`src/rtl/clk_sel_pkg.sv`:
```
// ============================================================================
// Module   : clk_sel_pkg
// Purpose  : Shared types and constants for the clock-source sequencer.
// Revision : 1.0 - initial release
// ============================================================================
`default_nettype none

package clk_sel_pkg;

    typedef enum logic [1:0] {
        IDLE      = 2'd0,
        WAIT_LOCK = 2'd1,
        SWITCH    = 2'd2,
        SETTLE    = 2'd3
    } state_e;

    localparam logic SEL_CLK0 = 1'b0;
    localparam logic SEL_CLK1 = 1'b1;

endpackage

`default_nettype wire

```
`src/rtl/clk_sel_lock_filter.sv`:
```
// ============================================================================
// Module   : clk_sel_lock_filter
// Purpose  : Synchronises the PLL lock and qualifies it after a stable run.
// Revision : 1.0 - initial release
// ============================================================================
`default_nettype none

module clk_sel_lock_filter #(
    parameter int LOCK_STABLE_CYCLES = 16
) (
    input  logic clk,
    input  logic rst,
    input  logic lock_async_i,
    output logic lock_s_o,
    output logic lock_ok_o
);

    localparam int              CW      = $clog2(LOCK_STABLE_CYCLES + 1);
    localparam logic [CW-1:0]   CNT_MAX = CW'(LOCK_STABLE_CYCLES);

    logic          sync1_q;
    logic          sync2_q;
    logic [CW-1:0] cnt_q;

    always_ff @(posedge clk) begin
        if (rst) begin
            sync1_q <= 1'b0;
            sync2_q <= 1'b0;
            cnt_q   <= '0;
        end else begin
            sync1_q <= lock_async_i;
            sync2_q <= sync1_q;
            // Any single low sample restarts qualification.
            if (!sync2_q) begin
                cnt_q <= '0;
            end else if (cnt_q != CNT_MAX) begin
                cnt_q <= cnt_q + 1'b1;
            end
        end
    end

    assign lock_s_o  = sync2_q;
    assign lock_ok_o = (cnt_q == CNT_MAX);

endmodule

`default_nettype wire

```
`src/rtl/clk_sel_ctrl.sv`:
```
// ============================================================================
// Module   : clk_sel_ctrl
// Purpose  : Clock-source sequencer driving a glitch-free switch's sel_clk.
//            Optional macro CLK_SEL_LOCK_TIMEOUT_EN adds a WAIT_LOCK timeout.
// Revision : 1.0 - initial release
// ============================================================================
`default_nettype none

module clk_sel_ctrl
    import clk_sel_pkg::*;
#(
    parameter int LOCK_STABLE_CYCLES = 16,
    parameter int SETTLE_CYCLES      = 8,
    parameter int TIMEOUT_CYCLES     = 4096
) (
    input  logic clk,
    input  logic rst,
    input  logic req_valid,
    input  logic req_sel,
    output logic req_ready,
    input  logic pll_lock_async,
    input  logic err_clr,
    output logic sel_clk,
    output logic cur_sel,
    output logic busy,
    output logic done,
    output logic err
);

    localparam int             SCW        = $clog2(SETTLE_CYCLES + 1);
    localparam logic [SCW-1:0] SETTLE_MAX = SCW'(SETTLE_CYCLES);

    if (LOCK_STABLE_CYCLES < 1) begin : g_bad_lock
        $error("LOCK_STABLE_CYCLES must be >= 1");
    end
    if (SETTLE_CYCLES < 1) begin : g_bad_settle
        $error("SETTLE_CYCLES must be >= 1");
    end
    if (TIMEOUT_CYCLES < 1) begin : g_bad_timeout
        $error("TIMEOUT_CYCLES must be >= 1");
    end

    logic           lock_s;
    logic           lock_ok;
    state_e         state_q;
    logic           target_q;
    logic           sel_clk_q;
    logic           cur_sel_q;
    logic           done_q;
    logic           err_q;
    logic           fb_pend_q;
    logic           silent_q;
    logic [SCW-1:0] settle_q;
    logic           fb_now;
    logic           fallback_pending;
    logic           accept;

`ifdef CLK_SEL_LOCK_TIMEOUT_EN
    localparam int             TCW     = $clog2(TIMEOUT_CYCLES + 1);
    localparam logic [TCW-1:0] TO_LAST = TCW'(TIMEOUT_CYCLES - 1);
    logic [TCW-1:0] to_cnt_q;
`endif

    clk_sel_lock_filter #(
        .LOCK_STABLE_CYCLES (LOCK_STABLE_CYCLES)
    ) u_lock_filter (
        .clk          (clk),
        .rst          (rst),
        .lock_async_i (pll_lock_async),
        .lock_s_o     (lock_s),
        .lock_ok_o    (lock_ok)
    );

    // Only a settled or in-progress move onto clk1 can be undermined by lock loss.
    assign fb_now           = ~lock_s & sel_clk_q & target_q;
    assign fallback_pending = fb_pend_q | fb_now;
    assign req_ready        = (state_q == IDLE) & ~fallback_pending;
    assign accept           = req_valid & req_ready;

    always_ff @(posedge clk) begin
        if (rst) begin
            state_q   <= IDLE;
            target_q  <= SEL_CLK0;
            sel_clk_q <= SEL_CLK0;
            cur_sel_q <= SEL_CLK0;
            done_q    <= 1'b0;
            err_q     <= 1'b0;
            fb_pend_q <= 1'b0;
            silent_q  <= 1'b0;
            settle_q  <= '0;
`ifdef CLK_SEL_LOCK_TIMEOUT_EN
            to_cnt_q  <= '0;
`endif
        end else begin
            done_q <= 1'b0;
            if (err_clr) begin
                err_q <= 1'b0;
            end
            if (fb_now) begin
                fb_pend_q <= 1'b1;
            end

            case (state_q)
                IDLE: begin
                    if (fallback_pending) begin
                        target_q  <= SEL_CLK0;
                        silent_q  <= 1'b1;
                        err_q     <= 1'b1;
                        fb_pend_q <= 1'b0;
                        state_q   <= SWITCH;
                    end else if (accept) begin
                        target_q <= req_sel;
                        silent_q <= 1'b0;
                        if (req_sel == cur_sel_q) begin
                            done_q <= 1'b1;
                        end else if (req_sel == SEL_CLK0) begin
                            state_q <= SWITCH;
                        end else begin
                            state_q <= WAIT_LOCK;
`ifdef CLK_SEL_LOCK_TIMEOUT_EN
                            to_cnt_q <= '0;
`endif
                        end
                    end
                end
                WAIT_LOCK: begin
                    if (lock_ok) begin
                        state_q <= SWITCH;
`ifdef CLK_SEL_LOCK_TIMEOUT_EN
                    end else if (to_cnt_q == TO_LAST) begin
                        err_q    <= 1'b1;
                        target_q <= cur_sel_q;
                        state_q  <= IDLE;
                    end else begin
                        to_cnt_q <= to_cnt_q + 1'b1;
`endif
                    end
                end
                SWITCH: begin
                    sel_clk_q <= target_q;
                    settle_q  <= '0;
                    state_q   <= SETTLE;
                end
                SETTLE: begin
                    if (settle_q == SETTLE_MAX) begin
                        cur_sel_q <= target_q;
                        done_q    <= ~silent_q;
                        state_q   <= IDLE;
                    end else begin
                        settle_q <= settle_q + 1'b1;
                    end
                end
                default: state_q <= IDLE;
            endcase
        end
    end

    assign sel_clk = sel_clk_q;
    assign cur_sel = cur_sel_q;
    assign busy    = (state_q != IDLE);
    assign done    = done_q;
    assign err     = err_q;

endmodule

`default_nettype wire

```
`config.mk`:
```
export PLATFORM = sky130hd
export DESIGN_NAME = clk_sel_ctrl
export DESIGN_NICKNAME = d
export VERILOG_FILES = /design/src/rtl/clk_sel_pkg.sv /design/src/rtl/clk_sel_lock_filter.sv /design/src/rtl/clk_sel_ctrl.sv
export SDC_FILE = /design/constraint.sdc
export NUM_CORES = 1
export LEC_CHECK = 0
export CORE_MARGIN = 2
export CORE_UTILIZATION = 42
export CTS_CLUSTER_DIAMETER = 80
export CTS_CLUSTER_SIZE = 12
export DETAILED_ROUTE_END_ITERATION = 16
export PLACE_DENSITY = 0.7
export SLEW_MARGIN = 5
export SYNTH_ARGS = -nofsm -noshare
export SYNTH_HDL_FRONTEND = slang
export SYNTH_SLANG_ARGS = --single-unit
```
`constraint.sdc`:
```
create_clock -name clk -period 2.3 [get_ports clk]
set_clock_uncertainty 0.15 [all_clocks]
set_input_delay 0.23 -clock clk [delete_from_list [all_inputs] [get_ports clk]]
set_output_delay 0.23 -clock clk [all_outputs]
set_load 0.03 [all_outputs]
```
; Word level (Yosys, flattened, before mapping)
; Index checks and enable logic that the tools add are counted.
[word_totals]
regBits = 20
input_bits = 6
output_inout_bits = 6
word_cells = 67
[op_classes]
add_sub_neg = 2
eq_ne = 12
n_mux = 24
bitwise = 8
reduce_logical = 9
[op_table]
columns = operator, count
row1 = 1-bit 2-to-1 mux, 14
row2 = 2-bit 2-to-1 mux, 6
row3 = 2-bit case mux with 4 select lines, 1
row4 = 4-bit case mux with 2 select lines, 1
row5 = "2-bit inequality test, second input constant", 3
row6 = "3-bit inequality test, second input constant", 2
row7 = 2-bit AND reduction, 3
row8 = 2-bit nonzero test, 3
row9 = "5-bit by 1-bit adder with 5-bit output, second input constant", 1
row10 = "5-bit equality test, second input constant", 1
row11 = "5-bit inequality test, second input constant", 1
row12 = "4-bit by 1-bit adder with 4-bit output, second input constant", 1
row13 = 1-bit AND, 4
row14 = "2-bit equality test, second input constant", 2
row15 = "4-bit equality test, second input constant", 1
row16 = 4-bit 2-to-1 mux, 1
row17 = 4-bit AND reduction, 1
row18 = 1-bit NOT, 3
row19 = "2-bit by 1-bit equality test with 1-bit output, second input constant", 1
row20 = 2-bit zero test, 1
row21 = 1-bit case mux with 2 select lines, 1
row22 = 2-bit OR reduction, 1
row23 = 1-bit equality test, 1
row24 = 1-bit bitwise OR, 1

; Longest topological paths before layout
[logic_depth]
ltp_word = 10
ltp_mapped = 6
depth_no_buf = 6

; Hierarchy
; From an unflattened synthesis, not the netlist that was laid out.
[unflattened]
cells_unflattened = 105
area_unflattened_um2 = 987.2
[by_module_without_submodules]
columns = mod, n_inst, cells_each, area_each_um2, seq_area_each_um2
row1 = clk_sel_ctrl, 1, 77, 699.4, 260.2
row2 = clk_sel_lock_filter, 1, 28, 287.8, 140.1

; Least setup slack after synthesis
; No wires, ideal clock.
[synth_path]
path_type = reg-to-reg
start = register state_q[0]
end = register target_q
setup_time_ns = 0.071
arrival_time_ns = 1.599
path_slack_ns = 0.481
stages_incl_launch_ff = 7
path_buffers = 0
synth_period_minus_slack_ns = 1.819
path_cell_list = dfxtp_1 inv_1 ha_1 inv_1 nor3_2 nand3_1 a21oi_1
[synth_between]
elab_chain_len = 5
[synth_lines]
columns = element, line
row1 = from (decl), clk_sel_ctrl.sv:45  ; state_e state_q;
row2 = from (signal assigned), clk_sel_ctrl.sv:82  ; state_q <= IDLE;
row3 = from (signal assigned), clk_sel_ctrl.sv:110  ; state_q <= SWITCH;
row4 = from (signal assigned), clk_sel_ctrl.sv:117  ; state_q <= SWITCH;
row5 = 2-bit zero test, clk_sel_ctrl.sv:77  ; assign req_ready = (state_q == IDLE) & ~fallback_pending;
row6 = 1-bit AND, clk_sel_ctrl.sv:77
row7 = net req_ready, clk_sel_ctrl.sv:20  ; output logic req_ready,
row8 = 1-bit AND, clk_sel_ctrl.sv:78  ; assign accept = req_valid & req_ready;
row9 = 2-bit nonzero test (no line), n/a
row10 = 2-bit AND reduction (no line), n/a
row11 = to (signal assigned), clk_sel_ctrl.sv:112  ; target_q <= req_sel;
row12 = to (decl), clk_sel_ctrl.sv:46  ; logic target_q;
; The timed path passes the listed nets, and every way through them passes these cells.
; A chain may end at the register's enable or synchronous reset.

; Final worst setup path
[layout_path]
start = register state_q[0]
end = output port req_ready
[layout_between]
elab_chain_len = 2
[layout_lines]
columns = element, line
row1 = 2-bit zero test, clk_sel_ctrl.sv:77
row2 = 1-bit AND, clk_sel_ctrl.sv:77
row3 = to (decl), clk_sel_ctrl.sv:20
; No other way between the ends.

==> results.sh <==
export IMPL_status="complete, no violations"
export IMPL_switching_share_pct=35.6
export IMPL_drt_iter0_drc=9
export IMPL_antenna_found_initial=0
export IMPL_coreArea_um2=2250
export IMPL_path_class="reg2out"
export IMPL_ir_drop_uv=612
export IMPL_instances_no_fill=152
export IMPL_multi_input_area_um2=571
export IMPL_grtUsageMet2_pct=22.8
export IMPL_io_buffer_count=11
export IMPL_syn_to_final_growth_pct=17.0
export IMPL_grt_max_degree=12
export IMPL_grt_setup_unrepaired="no"
export IMPL_fin_crit_ns=2.14
export IMPL_synth_edff_count=0
export IMPL_syn_nets=126
export IMPL_drtAntennaViolNets=0
export IMPL_critPathCaptureType="output pin"
export IMPL_yosysWarningCount=0
export IMPL_fin_setup_tns_ns=0
export IMPL_synth_top_cell_area_share_pct=39.2
export IMPL_fp_dieArea_um2=2840
export IMPL_synthDistinctLibCells=31
export IMPL_avgSynthCellArea_um2=9.20
export IMPL_floorplan_initialDensity_pct=45.3
export IMPL_route_vias_total=791
export IMPL_drc=0
export IMPL_clkLatencyLatePin_ns=0.29
export IMPL_syn_area_um2=1020
export IMPL_grt_pass1_vias=724
export IMPL_fillers=218
export IMPL_gr_usage_all_layers_pct=14.7
export IMPL_regArea_um2=400
export IMPL_grt_remaining_overflow=0
export IMPL_clock_power_share_pct=20.3
export IMPL_synth_main_ff_cell="dfxtp_1"
export IMPL_gp_congestion=0.802
export IMPL_internal_power_mw=0.620
export IMPL_p_seq_share_pct=40.8
export IMPL_powerDensity_nw_per_um2=806
export IMPL_cp_required_ns=1.92
export IMPL_setup_viol=0
export IMPL_synth_area_leaders="dfxtp_1, ha_1, nor2_1, a21oi_1, mux2i_1"
export IMPL_final_layout_size_suffix_gt1_share_pct=7.26
export IMPL_max_freq_mhz=467
export IMPL_yosysSeqAreaShare_pct=39.2
export IMPL_synth_seq_cells=20
export IMPL_use_met3_pct=5.08
export IMPL_synth_area_leader_cell="dfxtp_1"
export IMPL_worstPathCellList="inv_1 -> ha_1 -> inv_1 -> nor3_2 -> dlygate4sd2_1"
export IMPL_slowest_stage="dlygate4sd2_1"
export IMPL_syn_inst=111
export IMPL_tritoncts="done"
export IMPL_arrival_ns=1.76
export IMPL_comb_power_share_pct=38.9
export IMPL_dr_pass1_iters=4
export IMPL_cp_common_cell="inv_1"
export IMPL_ctsHtreeMaxLevel=1
export IMPL_worst_path_max_fanout=5
export IMPL_whs_ns=0.301
export IMPL_crit_path_start_kind="flip-flop"
export IMPL_maxCapViolCount=0
export IMPL_fin_total_pwr_mw=0.963
export IMPL_antenna_cells=0
export IMPL_clock_path_buffers=2
export IMPL_post_drt_wl_per_cell_um=12.3
export IMPL_wl_um=1860
export IMPL_critical_path_max_stage_delay_ns=0.43
export IMPL_slew_headroom_pct=77.9
export IMPL_numClockSinks=20
export IMPL_cts_root_buf="clkbuf_4"
export IMPL_place_inst=148
export IMPL_die_y_um=53.3
export IMPL_io_pins=12
export IMPL_placed_cell_area_um2=1160
export IMPL_finalHoldViolCount=0
export IMPL_grt_pass1_wl_um=3040
export IMPL_rows=17
export IMPL_routed_via_density=5.20
export IMPL_min_period_over_period_pct=93.1
export IMPL_ys_async_sr_fraction_pct=0
export IMPL_gr_usage_met1_pct=19.7
export IMPL_fin_area_um2=1190
export IMPL_clk_pin_slew_ns=0.10
export IMPL_maxSlewViolCount=0
export IMPL_grt_busiest_layer="met2"
export IMPL_min_path_type="reg2reg"
export IMPL_p_switching_mw=0.343
export IMPL_numCtsBuffers=3
export IMPL_dp_final_hpwl_um=1480
export IMPL_tightest_slew_ns=0.331
export IMPL_nNetsFinal=140
export IMPL_leakagePower_nw=0.461
export IMPL_die_x_um=53.3
kinds of logic after synthesis:
family	count (synthesis)	share of synthesized area, %
AO/OA/AOI/OAI	22	15.2
adder cells (fa/ha/maj)	9	11.0
flip-flops	20	39.2
AND/OR/NAND/NOR	39	22.3
multiplexers	4	3.92
XOR/XNOR	4	3.43
buffers and inverters	13	4.90
metal layers:
| layer | vias to the layer above | share of wire [%] |
|---|---|---|
| met3 | 2 | 3.5 |
| met1 | 367 | 49 |
| met2 | 12 | 47 |
| met4 | 0 | 0.64 |
| met5 | - | 0 |
| li1 | 410 | - |
registers in the layout (all words and copies together), names as in the netlist:
| register | count |
|---|---|
| u_lock_filter.lock_s_o | 1 |
| cur_sel | 1 |
| state_q | 2 |
| fb_pend_q | 1 |
| done | 1 |
| u_lock_filter.cnt_q | 5 |
| target_q | 1 |
| u_lock_filter.sync1_q | 1 |
| sel_clk | 1 |
| settle_q | 4 |
| err | 1 |
| silent_q | 1 |
power by group through the flow:
stage	clock network [mW]	logic [mW]	registers [mW]
3_5_place_dp	0	0.390	0.400
6_report	0.195	0.374	0.393
5_1_grt	0.217	0.413	0.396
4_1_cts	0.204	0.374	0.393
3_3_place_gp	0	0.381	0.398
2_1_floorplan	0	0.270	0.402
path summary, 6_finish.rpt:
| check | from | endpoint | slack (ns) | cells past startpoint |
|---|---|---|---|---|
| setup reg to reg | settle_q[0]$_SDFFE_PP0P_ | state_q[1]$_SDFFE_PP0P_ | 0.52 | 6 |
| hold reg to reg | u_lock_filter.sync1_q$_SDFF_PP0_ | u_lock_filter.lock_s_o$_SDFF_PP0_ | 0.30 | 1 |
| hold / removal | u_lock_filter.sync1_q$_SDFF_PP0_ | u_lock_filter.lock_s_o$_SDFF_PP0_ | 0.30 | 1 |
| setup / recovery | state_q[0]$_SDFFE_PP0P_ | req_ready | 0.16 | 5 |
cells in the mapped netlist, drive strengths merged, types with 2 or more instances:
| master | n |
|---|---|
| nand3 | 5 |
| xor2 | 3 |
| nor2b | 2 |
| inv | 10 |
| nand2 | 5 |
| nand3b | 2 |
| o21ai | 7 |
| clkbuf | 2 |
| mux2i | 4 |
| nor2 | 12 |
| nor3 | 6 |
| a21oi | 8 |
| o32ai | 2 |
| dfxtp | 20 |
| ha | 9 |
area by class of cell:
type	count	share of cell area, %
inverters	10	3.14
well taps	28	2.93
multi-input cells	78	47.7
repair buffers	12	9.63
flip-flops and latches	20	33.5
clock buffers	4	3.04
placed cells by master (no fill, tap or decap), types with 4 or more instances in the layout:
cell type / n
dfxtp_1: 20
nor2_1: 12
inv_1: 10
ha_1: 9
clkdlybuf4s50_1: 9
a21oi_1: 8
o21ai_0: 6
nand2_1: 5
nand3_1: 5
nor3_1: 5
mux2i_1: 4
stage by stage:
step	util (%)	worst slack, ns
finish	53.0	0.158
global route	53.0	0.0397
CTS	53.0	0.138
detailed placement	51.5	0.185
global placement	51.5	0.264
floorplan	-	0.481
critical path, delay by kind of cell (launching register included):
family / cells / cell delay, ns
adders and majority gates: 1 / 0.20
buffers and inverters: 3 / 0.67
DFF: 1 / 0.34
and+or+nand+nor: 1 / 0.26
repair_timing:
action                     CTS  global route
gates resized for setup      2             0
setup endpoints to repair    2             0
hold buffers                 0             0
setup buffers                0             0
(Power assumes the default switching activity.)
